$ cat src/rtl/prog_loader.sv
// Writable 8-word instruction store: loads a program from a valid/ready stream
// and holds the CPU in reset until a session completes. Optional macro: CHECKSUM_EN.
module prog_loader #(
    parameter int unsigned DEPTH = 8,
    parameter int unsigned AW    = 3,
    parameter int unsigned DW    = 4
) (
    input  logic          clk,
    input  logic          rstn,
    input  logic          start,
    input  logic          abort,
    input  logic          in_valid,
    input  logic [DW-1:0] in_data,
    output logic          in_ready,
    input  logic [AW-1:0] rd_addr,
    output logic [DW-1:0] rd_data,
    output logic          cpu_rstn_o,
    output logic          busy,
    output logic          done,
    output logic          err,
    output logic [AW:0]   word_cnt
);

    localparam int unsigned CW = AW + 1;

    typedef enum logic [2:0] {
        IDLE  = 3'd0,
        LOAD  = 3'd1,
        DONE  = 3'd2,
`ifdef CHECKSUM_EN
        CHECK = 3'd4,
`endif
        ERR   = 3'd3
    } state_e;

    state_e        state_q, state_d;
    logic [CW-1:0] cnt_q, cnt_d;
    logic          in_ready_q, in_ready_d;
    logic          busy_q, busy_d;
    logic          done_q, done_d;
    logic          err_q, err_d;
    logic          cpu_rstn_q, cpu_rstn_d;
    logic          wr_en;
    logic          hs;
    logic [DW-1:0] mem_q [DEPTH];
`ifdef CHECKSUM_EN
    logic [DW-1:0] csum_q, csum_d;
`endif

    // Next-state and registered-output decode
    always_comb begin
        state_d = state_q;
        cnt_d   = cnt_q;
        wr_en   = 1'b0;
        hs      = in_valid & in_ready_q;
`ifdef CHECKSUM_EN
        csum_d  = csum_q;
`endif
        unique case (state_q)
            IDLE, DONE, ERR: begin
                if (start) begin
                    state_d = LOAD;
                    cnt_d   = '0;
`ifdef CHECKSUM_EN
                    csum_d  = '0;
`endif
                end
            end
            LOAD: begin
                if (abort) begin
                    state_d = ERR;
                end else if (hs) begin
                    wr_en = 1'b1;
                    cnt_d = cnt_q + CW'(1);
`ifdef CHECKSUM_EN
                    csum_d = csum_q ^ in_data;
                    if (cnt_q[AW-1:0] == AW'(DEPTH - 1)) state_d = CHECK;
`else
                    if (cnt_q[AW-1:0] == AW'(DEPTH - 1)) state_d = DONE;
`endif
                end
            end
`ifdef CHECKSUM_EN
            // Trailing checksum word is compared only, never stored
            CHECK: begin
                if (abort) begin
                    state_d = ERR;
                end else if (hs) begin
                    state_d = (in_data == csum_q) ? DONE : ERR;
                end
            end
`endif
            default: state_d = IDLE;
        endcase

`ifdef CHECKSUM_EN
        in_ready_d = (state_d == LOAD) || (state_d == CHECK);
`else
        in_ready_d = (state_d == LOAD);
`endif
        busy_d     = in_ready_d;
        done_d     = (state_d == DONE);
        err_d      = (state_d == ERR);
        cpu_rstn_d = (state_d == IDLE) || (state_d == DONE);
    end

    always_ff @(posedge clk or negedge rstn) begin
        if (!rstn) begin
            state_q    <= IDLE;
            cnt_q      <= '0;
            in_ready_q <= 1'b0;
            busy_q     <= 1'b0;
            done_q     <= 1'b0;
            err_q      <= 1'b0;
            cpu_rstn_q <= 1'b0;
`ifdef CHECKSUM_EN
            csum_q     <= '0;
`endif
        end else begin
            state_q    <= state_d;
            cnt_q      <= cnt_d;
            in_ready_q <= in_ready_d;
            busy_q     <= busy_d;
            done_q     <= done_d;
            err_q      <= err_d;
            cpu_rstn_q <= cpu_rstn_d;
`ifdef CHECKSUM_EN
            csum_q     <= csum_d;
`endif
        end
    end

    // Program memory: cleared by reset, written sequentially during LOAD
    always_ff @(posedge clk or negedge rstn) begin
        if (!rstn) begin
            for (int i = 0; i < int'(DEPTH); i++) mem_q[i] <= '0;
        end else if (wr_en) begin
            mem_q[cnt_q[AW-1:0]] <= in_data;
        end
    end

    assign rd_data    = mem_q[rd_addr];
    assign in_ready   = in_ready_q;
    assign busy       = busy_q;
    assign done       = done_q;
    assign err        = err_q;
    assign cpu_rstn_o = cpu_rstn_q;
    assign word_cnt   = cnt_q;

endmodule

$ cat config.mk
export PLATFORM = sky130hd
export DESIGN_NAME = prog_loader
export DESIGN_NICKNAME = d
export VERILOG_FILES = /design/src/rtl/prog_loader.sv
export SDC_FILE = /design/constraint.sdc
export NUM_CORES = 1
export LEC_CHECK = 0
export ABC_AREA = 0
export CORE_ASPECT_RATIO = 0.6
export CORE_MARGIN = 2
export CORE_UTILIZATION = 46
export CTS_CLUSTER_DIAMETER = 100
export DETAILED_ROUTE_END_ITERATION = 10
export PLACE_DENSITY = 0.8
export SLEW_MARGIN = 25
export SYNTH_ARGS = -nofsm -noshare
export SYNTH_HDL_FRONTEND = slang
export SYNTH_SLANG_ARGS = --single-unit
export TNS_END_PERCENT = 50
$ cat constraint.sdc
create_clock -name clk -period 3.13 [get_ports clk]
set_input_delay 0.626 -clock clk [delete_from_list [all_inputs] [get_ports clk]]
set_output_delay 0.626 -clock clk [all_outputs]
set_load 0.01 [all_outputs]
After elaboration in Yosys (flattened, before gate mapping)
Index checks and enable logic that the tools add are counted.
Widths: inputs -> output; s select.

word-level totals
  memories = 0
  bits in latches = 0
  word-level logic and storage cells = 56
  bits in writable memories = 0
  flip-flop bits (word level) = 43
  output and inout bits = 13
  memory bits (read-only) = 0

operators by class
  bitwise logic cells = 3
  div/mod/pow operators = 0
  $mul = 0
  eq/ne operators = 10
  reductions and logical operators = 7
  $add $sub $neg = 1
  muxes and demuxes = 18
  order comparisons = 3
  shift-type cells = 0

operators by type and width
  kind                 count
  $bwmux 32            1
  $mux 4               6
  $bmux 4 s3           1
  $demux 4 s3          1
  $eq 3x2->1 const B   4
  $mux 3               4
  $ge 4x4->1 const B   2
  $not 3->4            2
  $pmux 4 s2           1
  $eq 3x1->1 const B   2
  $logic_not 3->1      2
  $ne 2x2->1 const B   3
  $pmux 3 s2           1
  $add 4x1->4 const B  1
  $lt 4x1->1 const B   1
  $reduce_and 4->1     1
  $eq 3x3->1 const B   1
  $mux 1               3
  $reduce_or 3->1      1
  $reduce_bool 2->1    1
  $and 1x1->1          1
  $logic_and 1x1->1    1
  $logic_or 1x1->1     1

Longest topological paths before layout
  word-level depth = 7
  depth in mapped cells = 5
  gate-level depth less buffers = 5

Least setup slack after synthesis
Ideal clock, no wire load.

  path kind = input to output
  start = input rd_addr[0]
  end = output rd_data[0]
  path slack = 843 ps
  stages on the path = 3
  arrival time = 1661 ps
  buffers on the path = 1
  required time = 2504 ps
  cells stage by stage = buf_2 > mux4_2 > mux2_2

on the way
  cells in the longest elaborated chain, start to end = 4

RTL lines
  element                                     RTL line  source
  start: declaration                          15        input logic [AW-1:0] rd_addr,
  $not 3->4 (implied by the code)             142       assign rd_data = mem_q[rd_addr];
  $bmux 4 s3                                  142
  $mux 4 (implied by the code) (2 in series)  142
  end: declaration                            16        output logic [DW-1:0] rd_data,

No other way between the ends. The select of a mux whose other input is x is not followed.

Final worst setup path
  start = input rd_addr[0]
  end = output rd_data[1]

Same word-level chain as after synthesis.

==> impl_metrics.py <==
metrics = {
    "cells_and_area": {
        "regArea_sq_um": 1080,
        "area_delta_synth_final_pct": 19.1,
        "n_antenna_cell": 0,
        "final_nets": 182,
        "fillers": 313,
        "layout-drive-gt1-share_pct": 32.3,
        "final_common_cell": "dfrtp_1",
        "multi_input_area_sq_um": 901,
        "mostFrequentLayoutCells": "dfrtp_1, mux2_2, clkdlybuf4s50_1",
    },
    "routing": {
        "first_pass_iters": 4,
        "viasPerCell": 5.68,
        "drtIter0Drc": 68,
        "avgRoutedWirePerCell_um": 19.2,
        "drc": 0,
        "wl_um": 4370,
        "ant_nets": 0,
        "vias": 1290,
    },
    "die": {
        "die_height_um": 55.4,
        "dieArea_sq_um": 4960,
        "core_sq_um": 4170,
        "die_w_um": 89.6,
        "start_util_pct": 48.5,
        "io_pins": 25,
        "fp-row-count": 18,
    },
    "setup_path": {
        "setup.worst_path.start": "rd_addr[0]",
        "crit_type": "in -> out",
        "cp_max_fo": 8,
        "end_kind": "output port",
        "worst_setup_path_start_kind": "input pin",
        "cp_data_arrival_time_ns": 2.36,
        "worstPathRequired_ns": 2.50,
        "reg2reg_depth": 3,
        "r2r_start": "state_q[2]$_DFF_PN0_",
    },
    "grt": {
        "grt_overflow": 0,
        "track_usage_pct": 19.8,
        "grt_start_max_net_pins": 44,
        "antenna_found_initial": 0,
        "grt_pass1_wl_um": 7090,
        "first_global_vias": 1334,
    },
    "yosys": {
        "synth-seq-cells": 43,
        "synth_top_family_by_area": "multiplexers",
        "synth_cell_types": 29,
        "ys.flop_type": "dfrtp_1",
        "synthCells": 142,
        "synth.net_count": 156,
        "synth_edf_count": 0,
        "synth_compound_area_share_pct": 2.41,
        "syn-cell-area_sq_um": 2020,
        "synth-xor-area-share_pct": 0.433,
        "synthMuxAreaShare_pct": 31.4,
        "synthArstFlopShare_pct": 100,
        "synth-adder-area-share_pct": 1.24,
        "synth.avg_cell_area_sq_um": 14.2,
        "ys_seq_area_share_pct": 53.2,
        "yosys_warnings": 0,
        "synthSimpleGateAreaFrac_pct": 8.85,
    },
    "placement": {
        "gp_congestion": 0.798,
        "dp_hpwl_um": 3030,
        "io_buffers": 24,
    },
    "timing": {
        "rsz0062_at_grt": "no",
        "setup_violations": 0,
        "setup_tns_ns": 0,
        "drv_slew": 0,
        "fmax_ghz": 0.335,
        "hold_viol": 0,
        "fin_worst_skew_ns": 0.00208,
        "min_period_ns": 2.98,
        "tightest_slew_ns": 0.552,
        "maxSlewHeadroom_pct": 63.1,
        "fin_crit_sh_pct": 95.3,
    },
    "power": {
        "p_leak_nw": 1.16,
        "vdd_ir_drop_max_mv": 0.154,
        "power_density_nw_per_um2": 418,
        "total_power_mw": 1.01,
    },
    "clock_network": {
        "insertion_delay_ns": 0.29,
        "cts_tree": "done",
        "clock_sinks": 43,
        "htreeDepth": 2,
        "numCtsBuffers": 5,
        "cts_resized": 4,
        "path_clk_slew_ns": 0.07,
        "root_buffer": "clkbuf_8",
        "holdBufCountCts": 0,
        "postCtsSetupBuffers": 0,
        "clock_path_buffers": 2,
    },
    "job": {
        "max_cap_violations": 0,
    },
    "min_path": {
        "hold_path.class": "in -> async",
    },
    "outcome": {
        "status": "finished clean",
    },
}
metrics by stage:
step | instances | worst slack [ns] | hold slack [ns] | cell area, sq um | util, %
finish | 227 | 0.148 | 0.308 | 2410 | 57.8
global route | 227 | 0.117 | 0.346 | 2410 | 57.8
CTS | 227 | 0.137 | 0.495 | 2410 | 57.7
detailed placement | 221 | -0.0472 | 0.489 | 2340 | 56.1
global placement | 221 | -0.0421 | 0.487 | 2340 | 56.1
floorplan | 142 | 0.843 | 0.330 | 2020 | -
metal layers:
| metal | vias to the layer above | share of wire [%] | wire (um) | global-route usage, % |
|---|---|---|---|---|
| met5 | - | 0 | 0 | 0 |
| met4 | 0 | 1.9 | 83 | 7.04 |
| met3 | 11 | 6.1 | 267 | 8.22 |
| met2 | 36 | 49 | 2140 | 30.3 |
| met1 | 671 | 43 | 1870 | 25.2 |
| li1 | 572 | - | - | - |
power breakdown:
| group | internal, mW | leakage [nW] | switching (mW) |
|---|---|---|---|
| Combinational | 0.0519 | 0.534 | 0.0457 |
| Sequential | 0.571 | 0.588 | 0.0139 |
| Clock | 0.149 | 0.0371 | 0.175 |
sequential cells by signal, summed over array words and instances (netlist names):
register	cells
done	1
err	1
cpu_rstn_o	1
state_q	3
busy	1
mem_q	32
word_cnt	4
cells by family after synthesis:
logic type | after synthesis
multiplexers | 49
flip-flops | 43
AND/OR/NAND/NOR | 28
buffers and inverters | 10
AO/OA/AOI/OAI | 8
adder cells (fa/ha/maj) | 2
other | 1
XOR/XNOR | 1
cells in the mapped netlist (all sizes together) (2+ instances only):
cell type / count / share of area, %
dfrtp: 43 / 53
mux4: 8 / 8.9
nand3: 5 / 1.2
mux2: 36 / 20
clkbuf: 3 / 0.56
ha: 2 / 1.2
nand4: 4 / 1.2
mux2i: 5 / 2.5
inv: 3 / 0.56
nand2b: 3 / 0.93
nor2: 5 / 0.93
buf: 4 / 1.1
o21ai: 4 / 0.99
nor2b: 3 / 0.93
cell type report:
class / instances / area share [%]
flip-flops and latches: 43 / 44.7
multi-input cells: 89 / 37.4
repair buffers: 26 / 11.3
well taps: 60 / 3.12
clock buffers: 6 / 3.01
inverters: 3 / 0.468
final timing paths:
path                                      endpoint  slack (ns)
max                                     rd_data[1]        0.15
min                        word_cnt[1]$_DFFE_PN0P_        0.31
max reg2reg                  mem_q[18]$_DFFE_PN0P_        1.35
min reg2reg                  mem_q[16]$_DFFE_PN0P_        0.51
max in group asynchronous    mem_q[16]$_DFFE_PN0P_        2.45
min in group clk             mem_q[16]$_DFFE_PN0P_        0.51
critical path, stage by stage:
cell and delay (ns):
clkdlybuf4s50_1 0.51, buf_12 0.15, mux4_2 0.52, mux2_2 0.27
dlygate4sd2_1 0.28
Power figures use the tool's default switching activity.
